### config.mk
export PLATFORM = sky130hd
export DESIGN_NAME = posit_serial_extract
export DESIGN_NICKNAME = d
export VERILOG_FILES = /design/src/rtl/posit_pkg.sv /design/src/rtl/posit_serial_extract.sv
export SDC_FILE = /design/constraint.sdc
export NUM_CORES = 1
export LEC_CHECK = 0
export BUFFER_PORTS_ARGS = -buffer_cell sky130_fd_sc_hd__buf_2
export CORE_ASPECT_RATIO = 0.9
export CORE_MARGIN = 10
export CORE_UTILIZATION = 25
export DETAILED_ROUTE_END_ITERATION = 16
export PLACE_DENSITY = 0.54
export SLEW_MARGIN = 20
export SYNTH_ARGS = -nofsm -noshare
export SYNTH_HDL_FRONTEND = slang
export SYNTH_SLANG_ARGS = --single-unit
### constraint.sdc
create_clock -name clk -period 2.2 [get_ports clk]
set_input_delay 0.33 -clock clk [delete_from_list [all_inputs] [get_ports clk]]
set_output_delay 0.33 -clock clk [all_outputs]
set_load 0.005 [all_outputs]
### src/rtl/posit_pkg.sv
// -----------------------------------------------------------------------------
// posit_pkg
//
// Shared definitions for the posit arithmetic blocks.
//   - POSIT_N_DEFAULT / POSIT_ES_DEFAULT : default posit geometry shared with
//     the multiplier datapath (N=16, es=3).
//   - sext_state_t : state encoding of the serial field extractor.
//   - posit_log2() : ceiling log2, usable in constant expressions, used to size
//     the regime count.
// -----------------------------------------------------------------------------
package posit_pkg;

  localparam int POSIT_N_DEFAULT  = 16;
  localparam int POSIT_ES_DEFAULT = 3;

  typedef enum logic [1:0] {
    ST_IDLE = 2'd0,
    ST_SCAN = 2'd1,
    ST_OUT  = 2'd2
  } sext_state_t;

  // Ceiling log2 with a floor of 1 so a width derived from it is never zero.
  function automatic int posit_log2(input int value);
    int result;
    int v;
    result = 0;
    v      = value - 1;
    while (v > 0) begin
      result = result + 1;
      v      = v >>> 1;
    end
    if (result < 1) begin
      result = 1;
    end
    return result;
  endfunction

endpackage

### src/rtl/posit_serial_extract.sv
// -----------------------------------------------------------------------------
// posit_serial_extract
//
// Field-decode stage in front of the posit multiplier. It accepts one raw
// posit per valid/ready handshake and takes its two's-complement magnitude.
// It then walks the regime run one bit per clock, and presents the decoded
// fields in the format the multiplier datapath consumes. A single shift
// register and counter stand in for a combinational leading-count/shifter, so
// this block trades latency for area.
//
// Parameters
//   N   posit width (default 16)
//   es  exponent field width, legal range 1..N-3 (default 3)
//   Bs  regime count width, derived from N (not overridable)
//
// Ports
//   clk        rising-edge clock
//   rst_n      asynchronous active-low reset
//   in_valid   raw posit on in_posit is valid
//   in_ready   block can accept a posit this cycle
//   in_posit   raw posit [N-1:0]
//   out_valid  decoded fields are valid, held until out_ready
//   out_ready  consumer takes the fields
//   sign       sign bit of the raw posit
//   zero       input was all zeros
//   inf        input was 1 followed by N-1 zeros (NaR)
//   rc         regime polarity (first regime bit of the magnitude)
//   regime     run-1 when rc=1, run when rc=0
//   exp        exponent field, zero-padded when truncated by the regime
//   mant       fraction bits, left-aligned, zero-padded [N-es-1:0]
//
// Build option
//   POSIT_SEXT_B2B_EN  when defined, a new posit may be accepted on the same
//                      edge that drains the current result (no idle bubble).
//                      When undefined, one idle cycle separates the drain of a
//                      result from the next acceptance.
//
// Latency: the zero/NaR fast path shows out_valid right after the accepting
// edge. Any other posit shows it run+1 edges later, at most N edges (0x7FFF at
// N=16).
// -----------------------------------------------------------------------------
module posit_serial_extract
  import posit_pkg::*;
#(
  parameter  int N  = POSIT_N_DEFAULT,
  parameter  int es = POSIT_ES_DEFAULT,
  localparam int Bs = posit_log2(N)
) (
  input  logic            clk,
  input  logic            rst_n,
  input  logic            in_valid,
  output logic            in_ready,
  input  logic [N-1:0]    in_posit,
  output logic            out_valid,
  input  logic            out_ready,
  output logic            sign,
  output logic            zero,
  output logic            inf,
  output logic            rc,
  output logic [Bs-1:0]   regime,
  output logic [es-1:0]   exp,
  output logic [N-es-1:0] mant
);

  // The run can never be longer than N-1 bits, so the scan stops there even
  // if the terminator is never seen.
  localparam logic [Bs-1:0] CNT_LIMIT = Bs'(N - 1);

  sext_state_t state_q;
  sext_state_t state_d;

  logic [N-1:0]  sh_q;
  logic [Bs-1:0] cnt_q;
  logic [N-2:0]  abs_low;
  logic [N-1:0]  rem;
  logic          fast_path;
  logic          accept;
  logic          scan_step;
  logic          scan_done;

  // Only the low N-1 bits of the magnitude are needed. The low bits of a
  // two's-complement negation depend only on the low bits of the operand. The
  // one input whose magnitude would set the MSB (1000..0) takes the fast path.
  assign abs_low   = in_posit[N-1] ? (~in_posit[N-2:0] + (N-1)'(1)) : in_posit[N-2:0];
  assign fast_path = (in_posit[N-2:0] == '0);

  // Bits that follow the terminator. The terminator itself sits in sh_q[N-1]
  // and is dropped.
  assign rem       = {sh_q[N-2:0], 1'b0};

  assign out_valid = (state_q == ST_OUT);

  // State register. Reset aborts any scan in progress, and no result is
  // emitted for the posit that was being decoded.
  always_ff @(posedge clk or negedge rst_n) begin
    if (!rst_n) begin
      state_q <= ST_IDLE;
    end else begin
      state_q <= state_d;
    end
  end

  // Next-state and handshake decode. A scan step continues while the bit at
  // the top of the shifter still matches the regime polarity. The first
  // mismatch, or running out of bits, ends the scan and moves to OUT.
  always_comb begin
    state_d   = state_q;
    in_ready  = 1'b0;
    scan_step = 1'b0;
    scan_done = 1'b0;
    accept    = 1'b0;

    case (state_q)
      ST_IDLE: begin
        in_ready = 1'b1;
      end
      ST_SCAN: begin
        if ((sh_q[N-1] == rc) && (cnt_q < CNT_LIMIT)) begin
          scan_step = 1'b1;
        end else begin
          scan_done = 1'b1;
          state_d   = ST_OUT;
        end
      end
      ST_OUT: begin
        if (out_ready) begin
          state_d = ST_IDLE;
        end
`ifdef POSIT_SEXT_B2B_EN
        in_ready = out_ready;
`endif
      end
      default: begin
        state_d = ST_IDLE;
      end
    endcase

    accept = in_valid && in_ready;
    if (accept) begin
      state_d = fast_path ? ST_OUT : ST_SCAN;
    end
  end

  // Field and scan datapath. On acceptance the fields are cleared, and only
  // zero/inf/sign are meaningful on the fast path. Otherwise the shifter is
  // loaded with the magnitude with its MSB already consumed, so sh_q[N-1] is
  // the first regime bit. When the scan ends, the bits after the terminator
  // split into exp (top es bits) and mant (the rest). Both are zero-padded by
  // the left shifts.
  always_ff @(posedge clk or negedge rst_n) begin
    if (!rst_n) begin
      sh_q   <= '0;
      cnt_q  <= '0;
      sign   <= 1'b0;
      zero   <= 1'b0;
      inf    <= 1'b0;
      rc     <= 1'b0;
      regime <= '0;
      exp    <= '0;
      mant   <= '0;
    end else if (accept) begin
      sign   <= in_posit[N-1];
      zero   <= fast_path & ~in_posit[N-1];
      inf    <= fast_path &  in_posit[N-1];
      rc     <= fast_path ? 1'b0 : abs_low[N-2];
      regime <= '0;
      exp    <= '0;
      mant   <= '0;
      sh_q   <= {abs_low, 1'b0};
      cnt_q  <= '0;
    end else if (scan_step) begin
      sh_q   <= {sh_q[N-2:0], 1'b0};
      cnt_q  <= cnt_q + Bs'(1);
    end else if (scan_done) begin
      // cnt_q equals the run length here. For rc=1 the run is at least one,
      // because the first regime bit matched.
      exp    <= rem[N-1 -: es];
      mant   <= rem[N-es-1:0];
      regime <= rc ? (cnt_q - Bs'(1)) : cnt_q;
    end
  end

endmodule

Word-level counts from Yosys, hierarchy flattened --
Cells that the tools add are included.
Cells by class: eq/ne operators 7, reductions and logical operators 8, multiplexer cells 26, magnitude comparators 1, add/sub/neg operators 3, bitwise gates (word level) 4
Operators with widths (count):
- 2-to-1 mux 13 bit | 3
- 2-to-1 mux 16 bit | 2
- 2-to-1 mux 4 bit | 6
- adder 15 x 1 -> 15 bit (second input constant) | 1
- logical NOT 15 bit | 1
- 2-to-1 mux 15 bit | 1
- inverter 15 bit | 1
- 2-to-1 mux 3 bit | 3
- 2-to-1 mux 2 bit | 4
- 2-to-1 mux 1 bit | 6
- case mux 2 bit (3 select lines) | 1
- adder 4 x 1 -> 4 bit (second input constant) | 1
- less-than comparator 4 bit (second input constant) | 1
- inequality test 2 bit (second input constant) | 2
- nonzero test 2 bit | 2
- subtractor 4 x 1 -> 4 bit (second input constant) | 1
- inequality test 3 x 1 -> 1 bit (second input constant) | 1
- inequality test 3 bit (second input constant) | 1
- AND reduction 3 bit | 1
- AND 1 bit | 2
- equality test 2 x 1 -> 1 bit (second input constant) | 1
- equality test 2 bit (second input constant) | 1
- logical AND 1 bit | 2
- logical NOT 2 bit | 1
- 3 further kinds | 3
Word-level totals: word-level logic and storage cells 59, input bits 20, bits in registers 46, output and inout port bits 26

Longest topological paths before layout --
Gate-level depths: netlist of run 1.
depth in word-level cells 7, depth in mapped cells 6, gate-level depth less buffers 6

Least setup slack after synthesis of run 1 --
OpenSTA, ideal clock, no wires.
path kind input port to flip-flop, start input in_posit[0], end register sh_q[15], path slack 0.210 ns, data required time 2.069 ns, arrival 1.858 ns, library setup time 0.131 ns, cell stages on the path 6, buffers on the path 0, path through inv_1 > ha_1 > or4b_2 > o41ai_2 > mux2i_1 > o21ai_0
On the way: word-level cells in the longest chain between the ends 4
Ends and longest elaborated chain:
- start: declaration | RTL line posit_serial_extract.sv:53 | input logic [N-1:0] in_posit,
- inverter 15 bit | RTL line posit_serial_extract.sv:84 | assign abs_low = in_posit[N-1] ? (~in_posit[N-2:0] + (N-1)'(1)) : in_posit[N-2:0];
- adder 15 x 1 -> 15 bit | RTL line posit_serial_extract.sv:84
- 2-to-1 mux 15 bit | RTL line posit_serial_extract.sv:84
- 2-to-1 mux 16 bit | RTL line posit_serial_extract.sv:161 | end else if (accept) begin
- end signal: assignment | RTL line posit_serial_extract.sv:169 | sh_q <= {abs_low, 1'b0};
- end signal: assignment | RTL line posit_serial_extract.sv:172 | sh_q <= {sh_q[N-2:0], 1'b0};
- end: declaration | RTL line posit_serial_extract.sv:72 | logic [N-1:0] sh_q;
No other way between the ends. A chain may end at the register's enable or synchronous reset.

Worst setup path after layout of run 1 --
Ends and elaborated chain as after synthesis.

==> impl.org, run 1 <==
** Floorplanning
- The die is 111 um tall.
- The die covers 0.0135 mm2.
- Once the floorplan was initialized, standard cells occupied 25.5% of the core.
- Overall die width :: 121 um
- Num ports :: 46
- Core ar. :: 0.00904 mm2
- In this run the core area contains 33 standard-cell rows.

** Timing
- Worst-margin pin slew :: 0.821 ns
- The total count of max-transition violations in the final report came to 0.
- For the finished layout, the period the worst path requires is 1.84 ns.
- Setup violations remaining at the end of the flow were counted as 0.
- Number of endpoints with negative hold slack in the final report :: 0
- Measured against its own limit, the worst slew margin works out to 45.3%.
- Setup total negative slack on the finished layout was measured at 0 ns.
- Once routing completed, OpenROAD measured the worst setup slack at 0.359 ns.
- Unrepaired setup endpoints after global routing :: false
- Across the routed clock network, the largest skew measured is 0.00541 ns.
- Derived from the worst setup path, the maximum achievable clock frequency is 0.543 GHz.
- Final hold analysis gives a worst-case slack of 0.0946 ns.
- Tcrit/Tclk final :: 83.7%

** Worst setup path
- Source of the worst register-to-register timing path :: state_q[1]
- The endpoint identified for the worst register-to-register timing path is mant[9].
- For the worst setup path, the data required time is 2.38 ns.
- The worst setup path is captured at a register.
- Largest fanout on the critical path :: 3
- Data arrives at the worst endpoint at 2.02 ns.
- For flop-to-flop paths, the worst setup slack is 0.38 ns.
- Type of the setup path with the least slack :: input pin to register
- Measured in cells, the most critical reg-to-reg path has a length of 4.
- Startpoint types :: input pin

** GRT
- GR Overflow Total :: 0
- Across every metal layer, demand over resource in global routing totals 8.70%.
- The number of antenna violations at the first check in global routing is 0.
- Entering global routing, the biggest net connects 44 pins.
- The first global-routing pass estimated 9540 um of wire.
- The number of global-route vias before repair was 1803.

** Power and ir drop
- For this design the ratio of total power to cell area is 1210 mW/mm2.
- Per report_power, the sequential group accounts for 41.2% of the total.
- Overall power consumption after layout is estimated at 3.36 mW.
- Summed over all cells, the static leakage comes to 1.43 nW.
- Share of total power consumed by net switching :: 39.3%
- Worst IR drop on VDD :: 0.508 mV
- Of the total power, combinational logic draws 44.0%.
- Net switching component of the power :: 1.32 mW
- Part of the power in the clock network :: 14.9%
- Internal power :: 2.04 mW

** Route
- The first routing iteration left 110 violations.
- Average routed wire per standard cell :: 14.3 um
- Top sig layer :: met4
- Met2 routed WL :: 2520 um
- For this block, wires on met1 add up to 2790 um.
- Number of detailed-route iterations in the first pass :: 4
- Vias post-DR :: 1786
- The routed design uses 297 um of met3 wire.
- Dividing the detail-routed via count by the number of cells gives 4.49.
- Once detail routing completed, the nets flagged for antenna violations numbered 0.
- The routed design has 5700 um of wire.
- After detailed routing, the number of remaining DRC violations is 0.

** Clock network
- The clock reaches the later pin of the worst-skew pair after 0.30 ns.
- Quantity of gates resized following cts :: 0
- The H-tree was split into 2 levels.
- Clock-pin slew reported for the worst setup and hold paths after clock tree synthesis :: 0.08 ns
- Number of buffers between clock root and the deepest sink :: 2
- TritonCTS built the clock tree.
- Number of clock buffers inserted by TritonCTS :: 5
- Clock root buffer :: clkbuf_8
- Clock sinks :: 43
- Post-CTS repair timing setup buffer count :: 0
- Buffers inserted to repair hold after CTS numbered 0.

** Place
- Global placer's final weighted congestion :: 0.742
- Count of input and output buffers :: 43
- At the placement stage, the worst setup path has a slack of 0.0603 ns.
- Number of cells after detailed placement :: 390
- Summed over all nets, the half-perimeter wirelength after detailed placement is 4330 um.
- The placed instances occupy a cell area of 0.00269 mm2.

** Logic synthesis
- After synthesis, the share of flip-flops with an asynchronous set or reset is 100%.
- The average instance in the mapped netlist occupies 10.1 um2.
- Main synth FF type :: dfrtp_1
- Synthesized netlist cell count :: 229
- Share of Yosys cell area claimed by the top area cell type :: 46.6%
- Of all cell types, the one taking the most synthesized area is dfrtp_1.
- Netlist cell types :: 51
- FF+latch count, synth :: 43
- For this run, the number of Yosys warnings is 0.
- The share of the Yosys chip area taken by registers is 46.6%.
- After synthesis, the cell types taking the most area are dfrtp_1, mux2i_1, nand3_1.
- Post-synth design cell area :: 0.00231 mm2
- Counting flops with a built-in enable in the synthesized netlist gives 0.

** Layout
- Cells fill 30.7% of the core in the end.
- Relative area change from synthesis to final layout :: 20.3%
- In the final design database the tool counted 298 nets.
- Layout cells sized above 1 :: 25.7%
- Antenna cell count :: 0
- The library cells used most frequently in the layout, excluding fill and tap cells, are dfrtp_1, buf_2, nand3_1.
- After the flow finishes, the layout carries non-filler instances totaling 398.
- The finished cells cover 0.00278 mm2.

** Run status
- Result of the run :: complete, no violations

** Job
- Max-cap violations in this run came to 0.

** Worst hold path
- The tightest min-delay check is of the input pin to async pin type.
worst max path at each step:
stage	start	to	cells past startpoint	slack, ns
3_5_place_dp	in_posit[0]	sh_q[15]	7	0.06
6_report	in_posit[0]	sh_q[15]	7	0.36
4_1_cts	in_posit[0]	sh_q[15]	7	0.36
2_1_floorplan	in_posit[0]	sh_q[15]	6	0.21
5_1_grt	in_posit[1]	sh_q[15]	7	0.28
3_3_place_gp	in_posit[0]	sh_q[15]	7	0.1
sequential cells by signal (all words and copies together), names as in the netlist:
name,cells
cnt_q,4
rc,1
state_q,2
zero,1
sign,1
exp,3
mant,11
sh_q,15
inf,1
regime,4
Yosys cell counts, types with 4 or more instances:
library cell  number
o21ai_0            6
xor2_1            10
nand2_1           21
dfrtp_1           43
clkbuf_1           7
a22o_1             5
inv_1              7
o31ai_1            4
mux2i_1           24
a21oi_1            4
nor2_1            12
nand3_1           25
xnor2_1           10
power by group through the flow:
stage | logic [mW] | clock network (mW) | registers [mW]
floorplan | 1.03 | 0 | 1.33
global placement | 1.50 | 0 | 1.40
detailed placement | 1.51 | 0 | 1.41
CTS | 1.52 | 0.522 | 1.39
global route | 1.67 | 0.565 | 1.44
finish | 1.48 | 0.499 | 1.38
layout make-up:
cell class / instances / area (um2)
clock inverter: 2 / 12.5
clock buffer: 6 / 72.6
sequential: 43 / 1080
timing repair buffer: 53 / 290
multi-input combinational: 165 / 1150
inverter: 7 / 26.3
fill: 958 / 6270
tap: 122 / 153
per-layer routing:
layer	up-vias	track usage, %
li1	897	-
met5	-	0
met3	9	2.80
met4	0	3.34
met1	843	11.5
met2	37	12.7
critical path, cell delays in order:
cell     delay (ns)
buf_2          0.11
inv_1          0.06
ha_1           0.18
or4b_2         0.63
o41ai_2        0.35
mux2i_1        0.25
o21ai_0        0.10
logic make-up (layout without fill, tap and decap cells):
kind of cell,Yosys count,after routing,share of synthesized area [%]
AND/OR/NAND/NOR,80,80,17.4
flip-flops,43,43,46.6
AO/OA/AOI/OAI,35,35,11.6
multiplexers,25,25,10.9
buffers and inverters,22,68,4.12
XOR/XNOR,20,20,7.59
adder cells (fa/ha/maj),3,3,1.63
other,1,2,0.162
No activity file was read; power rests on OpenSTA's default activity.
==> run 2: changes to the inputs <==
Clock period 2.2 ns to 1.9 ns, I/O delays scaled along.
==> run 2 against run 1 <==
Wire length increased by 5.1%. Critical endpoint unchanged. Sequential power increased by 15%. Final area increased by 4.9%. Critical path depth unchanged.
==> impl.org, run 2 (synthesis results as in run 1) <==
** Run status
- The run finished with clean final reports.

** Worst hold path
- The path class of the tightest hold or removal check is input pin to register.

** Floorplanning
- Rows :: 33
- Measured along the x axis, the die boundary spans 121 um.
- Die boundary height :: 111 um
- Num ports :: 46
- The die covers 0.0135 mm2.
- Once the floorplan was initialized, standard cells occupied 25.5% of the core.
- Core ar. :: 0.00904 mm2

** Clock network
- Maximum level of the CTS H-tree :: 2
- Clock sinks :: 43
- Clock latency on the worst-skew pair, taken at its later pin, is 0.30 ns.
- Number of clock buffers inserted by TritonCTS :: 5
- Clock-pin slew reported for the worst setup and hold paths after clock tree synthesis :: 0.08 ns
- Number of buffers between clock root and the deepest sink :: 2
- Clock tree from TritonCTS :: built
- Clock root buffer :: clkbuf_8
- Post-CTS repair timing setup buffer count :: 0

** Route
- Dividing the detail-routed wire length by the instance count gives 14.6 um.
- The final route contains 1859 vias.
- The first TritonRoute pass finished after 5 iterations.
- Antenna Violating Nets Remaining :: 0
- Number of design rule violations left after detail routing :: 0
- In the routed layout, each cell is associated on average with a via count of 4.51.
- For this block, the routed nets add up to 6000 um of wire.
- Starting DRT DRC Count :: 98

** Power and ir drop
- Power density over cell area :: 1360 mW/mm2
- Internal power :: 2.40 mW
- Sequential cells burn 40.1% of the power.
- Overall Power :: 3.96 mW
- Leakage power summed over all cells :: 1.50 nW
- Combinational cells account for 45.3% of the total power.
- Per report_power, the clock group accounts for 14.6% of the total.
- Worst IR drop on VDD :: 0.459 mV
- Share of total power consumed by net switching :: 39.3%
- Net switching component of the power :: 1.55 mW

** Place
- Detailed placement finished with a half-perimeter wire length of 4720 um.
- Timing analysis after detailed placement gives a worst setup slack of -0.150 ns.
- Number of cells after detailed placement :: 403
- Global placer's final weighted congestion :: 0.815
- Input and output buffers added on the ports amount to 43.
- Placed cell areas :: 0.00282 mm2

** Layout
- 0 antenna diodes ended up in the layout.
- Relative to the synthesized area, the layout overhead comes to 26.2%.
- Layout cells sized above 1 :: 29.3%
- Fill cells in the final layout number 933.
- In the final layout, flip-flops and latches occupy 0.00108 mm2.
- Final cell count without fillers :: 412
- Largest registers :: sh_q: 15 flops, mant: 11 flops
- Final instance area :: 0.00291 mm2
- The register with the most flip-flops in the layout has 15 of them.
- Register with the highest flop count :: sh_q
- In the final design database the tool counted 312 nets.
- Leading cell types in the layout, fill and taps excluded :: dfrtp_1, buf_2, nand3_1
- In the final layout, the multi-input gates occupy 0.00116 mm2.

** GRT
- The number of global-route vias before repair is 1880.
- GRT Overall Usage :: 9.08%
- Pin count of the biggest net entering global routing :: 25
- The number of antenna violations at the first check in global routing was 0.
- GR Overflow Total :: 0
- The first global-routing pass estimated 10100 um of wire.

** Worst setup path
- STA puts the critical path data arrival time at 1.92 ns.
- Critical path capture point type :: register
- In this run the worst path has a maximum fanout of 3.
- Startpoint types :: input pin
- Slack of the worst reg-to-reg path :: 0.25 ns
- Crit path required time :: 2.08 ns
- Type of the setup path with the least slack :: input pin to register

** Timing
- Setup violations remaining at the end of the flow were counted as 0.
- Number of endpoints with negative hold slack in the final report :: 0
- Setup repair after global routing left no endpoint under its margin.
- The total count of max-transition violations in the final report came to 0.
- Summed over all failing endpoints, the final setup total negative slack is 0 ns.
- Minimum setup slack in the final design :: 0.158 ns
- On the final layout, the worst clock skew is 0.00872 ns.
- Max frequency :: 0.574 GHz
- In the finished design, the share of the clock period the worst path needs comes to 91.7%.
- The worst path in the final design needs a cycle of 1.74 ns, including I/O delays and setup.

** Job
- Maximum Capacitance Violations :: 0
==> run 2: cell count changes in the layout (fill, tap and decap cells not counted), sizes merged <==
cell,before,now
dlygate4sd3,0,1
buf,53,66
==> run 2: layout make-up <==
type	count	area share, %
flip-flops and latches	43	36.9
clock inverters	2	0.430
well taps	122	5.24
multi-input cells	165	39.9
repair buffers	67	14.1
clock buffers	6	2.49
inverters	7	0.902
==> run 2: worst max-delay path, cell delays in order <==
cell and delay [ns]:
buf_2 0.11, inv_1 0.11, ha_4 0.15, or4b_4 0.47
o41ai_2 0.42, mux2i_1 0.27, o21ai_0 0.11
==> run 2: what timing repair did <==
item,CTS,global route
resized for setup,0,1
endpoints found under the hold margin,19,0
setup endpoints to repair,0,1
hold buffers,1,0
==> run 2: power by group through the flow <==
stage	clock network, mW	logic (mW)	registers [mW]
floorplan	0	1.20	1.54
global route	0.621	2.04	1.65
detailed placement	0	1.83	1.61
CTS	0.591	1.84	1.60
finish	0.577	1.79	1.59
global placement	0	1.81	1.60
==> run 2: layer usage <==
| metal | part of all wire (%) | wire [um] | vias up | GRT usage (%) |
|---|---|---|---|---|
| li1 | - | - | 924 | - |
| met1 | 48 | 2900 | 897 | 11.8 |
| met2 | 45 | 2700 | 33 | 13.7 |
| met3 | 5.3 | 319 | 5 | 2.85 |
| met4 | 1.3 | 80 | 0 | 3.34 |
| met5 | 0 | 0 | - | 0 |
==> run 2: path summary, 6_finish.rpt <==
kind	start	end	cells past startpoint
max reg2reg	state_q[1]	zero	4
max	in_posit[0]	sh_q[15]	7
min	out_ready	state_q[1]	2
min reg2reg	sign	sign	2
min in group asynchronous	rst_n	exp[0]	2
max in group asynchronous	rst_n	state_q[0]	3
==> run 2: through the flow <==
step                hold slack, ns  utilization [%]
global route                 0.265             32.2
global placement             0.280             31.2
floorplan                  -0.0106                -
CTS                          0.251             32.2
detailed placement           0.286             31.2
finish                       0.248             32.2
==> run 3: changes to the inputs <==
Settings changed: CORE_UTILIZATION 25 to 50, PLACE_DENSITY 0.54 to 0.85.
==> run 3 against run 2 <==
Die area decreased by 43%. Final cell count decreased by 16%. Sequential cell count unchanged. Fmax increased by 0.89%. Clock power increased by 20%. Combinational power increased by 4%. Sequential power about the same. Critical path type unchanged. Highest routed layer unchanged.
==> impl.org, run 3 (synthesis results as in run 1) <==
** Floorplanning
- Core ar. :: 0.00446 mm2
- Measured along the y axis, the die boundary spans 84.5 um.
- In this run the count of I/O pins placed on the die edge is 46.
- Die Area :: 0.00774 mm2
- Row generation in the floorplan step produced 23 rows.
- Starting Density :: 51.8%
- The die is 91.6 um wide.

** GRT
- The number of global-route vias before repair is 1920.
- GRT Overall Usage :: 14.9%
- GR Overflow Total :: 0
- Pin count of the biggest net entering global routing :: 44
- Wire length of the first global-routing pass :: 9550 um
- The number of antenna violations at the first check in global routing came to 0.

** Timing
- The number of hold violations in the final report is 0.
- Unrepaired setup endpoints after global routing :: false
- Largest clock skew in the final design :: 0.00893 ns
- Max frequency :: 0.579 GHz
- After layout, the worst path uses 90.9% of the clock period.
- The worst pin sits at a relative slew slack of 63.6%.
- Final Setup Violations :: 0
- At the pin with the least slew margin, the transition time is 0.546 ns.
- The total count of max-transition violations in the final report is 0.
- Across all setup checks in the final design, the least slack found is 0.174 ns.
- The worst path in the final design needs a cycle of 1.73 ns, including I/O delays and setup.

** Worst setup path
- The critical path crosses 7 cells after its start point.
- The critical path contains buffers and inverters numbering 2 combined.
- Launching element of the worst setup path :: in_posit[0]
- Largest fanout on the critical path :: 3
- Source of the worst register-to-register timing path :: cnt_q[0]
- Endpoint of the worst-slack reg-to-reg timing path :: sh_q[11]
- On the critical path, the stage with the largest delay is an instance of or4b_4.
- Type of the setup path with the least slack :: input pin to register
- Critical path capture point type :: register
- Crit path max-delay family :: compound AO/OA/AOI/OAI gates
- The critical path ends at sh_q[15].
- The largest single stage delay on the critical path is 0.47 ns.
- STA puts the critical path data required time at 2.08 ns.
- Worst Reg2Reg Path Length in Cells :: 6
- The worst setup path is launched from an input pin.
- Slack of the worst reg-to-reg path :: 0.21 ns
- Worst Path Arrival :: 1.90 ns
- The signal on the critical path passes through buf_2 > inv_1 > ha_4 > or4b_4 > o41ai_2 > mux2i_1 > o21ai_0.

** Place
- DP Worst Slack :: -0.106 ns
- Global placer's final weighted congestion :: 0.874
- Count of input and output buffers :: 43
- In this run the cell area measured after placement is 0.00275 mm2.
- Post-detail-place hpwl :: 4060 um
- Number of cells after detailed placement :: 341

** Route
- Average routed wire per standard cell :: 15.9 um
- Vias post-DR :: 1885
- The pre-antenna-repair detailed-routing pass consisted of 4 iterations.
- The first routing iteration left 175 violations.
- Antenna Violating Nets Remaining :: 0
- Number of design rule violations left after detail routing :: 0
- Via-per-instance ratio :: 5.42
- Wires add up to 5530 um.

** Layout
- Final instance area :: 0.00285 mm2
- In the final layout, the share of cells above drive strength 1 is 28.7%.
- Area occupied by multi-input gates :: 0.00116 mm2
- The sequential cells in the finished layout cover a total of 0.00108 mm2.
- Relative area change from synthesis to final layout :: 23.6%
- Largest registers :: sh_q: 15 flops, mant: 11 flops
- Register with the highest flop count :: sh_q
- Max FFs per register :: 15
- The layout has 342 filler cells.
- Final cell count without fillers :: 348
- Leading cell types in the layout, fill and taps excluded :: dfrtp_1, buf_2, nand3_1
- Antenna cell count :: 0
- After the last flow step, the layout net total stands at 309.

** Worst hold path
- The tightest min-delay check is of the input pin to async pin type.

** Clock network
- Clock latency on the worst-skew pair, taken at its later pin, is 0.29 ns.
- After clock tree synthesis, the repair step resized 0 gates.
- No sink is reached through more buffers than the 2 on the longest clock path.
- The clock net in this run drives a total of 43 sinks.
- In this run, CTS created clock tree buffers numbering 5.
- The H-tree was split into 2 levels.
- CTS placed an instance of clkbuf_8 at the clock tree root.
- TritonCTS built the clock tree.
- After clock tree synthesis, the clock-pin slew on the worst setup and hold paths is 0.08 ns.
- Post-CTS repair timing setup buffer count :: 0
- CTS Hold Bufs :: 0

** Power and ir drop
- Dividing total power by cell area gives a power density of 1450 mW/mm2.
- VDD sags by at most 0.533 mV.
- Summed over all cells, the static leakage comes to 1.51 nW.

** Run status
- The run finished with clean final reports.

** Job
- Across the run, the number of max-cap violations was 0.
run 3: cell types whose count changed in the layout (fill, tap and decap cells not counted):
cell / delta
nor3b_2: -1
clkbuf_1: -1
clkinv_2: -1
o21ai_1: -1
bufinv_16: +1
buf_4: -4
nor3b_1: +1
buf_12: +2
o21ai_0: +1
dlygate4sd3_1: -1
run 3: area by class of cell:
class | instances | share of cell area [%]
well taps | 62 | 2.72
clock buffers | 5 | 2.41
multi-input cells | 165 | 40.6
repair buffers | 64 | 14.4
flip-flops and latches | 43 | 37.7
clock inverters | 2 | 1.32
inverters | 7 | 0.921
run 3: worst register-to-register path, stage by stage (launching register included):
cell	delay [ns]
dfrtp_1	0.45
ha_1	0.26
nand3_1	0.13
nand3_1	0.24
buf_12	0.25
mux2i_1	0.16
mux2i_1	0.09
run 3: how the worst min path moves through the flow:
| stage | from | endpoint | slack (ns) | depth (start not counted) |
|---|---|---|---|---|
| after global routing | rst_n | mant[5] | 0.1 | 2 |
| after detailed placement | rst_n | mant[5] | 0.39 | 2 |
| after global placement | rst_n | mant[5] | 0.38 | 2 |
| after CTS | rst_n | mant[10] | 0.07 | 2 |
| after floorplan | rst_n | cnt_q[0] | -0.01 | 0 |
| final | rst_n | mant[5] | 0.05 | 2 |
run 3: stage by stage:
step | TNS (ns) | hold WS (ns) | power, mW | utilization [%]
finish | 0 | 0.0495 | 4.13 | 64.0
global route | 0 | 0.0963 | 4.48 | 64.0
CTS | 0 | 0.0695 | 4.17 | 64.0
detailed placement | -0.284 | 0.390 | 3.45 | 61.6
global placement | -0.0569 | 0.383 | 3.39 | 61.6
floorplan | 0 | -0.0106 | 2.74 | -
run 3: layer usage:
layer / GRT usage, % / part of all wire, % / up-vias
li1: - / - / 927
met1: 19.3 / 45 / 887
met2: 22.7 / 46 / 58
met3: 4.27 / 6.2 / 13
met4: 6.12 / 2.7 / 0
met5: 0 / 0 / -
run 3: power breakdown:
part	internal (mW)	switching (mW)	total (mW)
sequential	1.30	0.282	1.58
clock	0.384	0.306	0.690
combinational	0.893	0.965	1.86
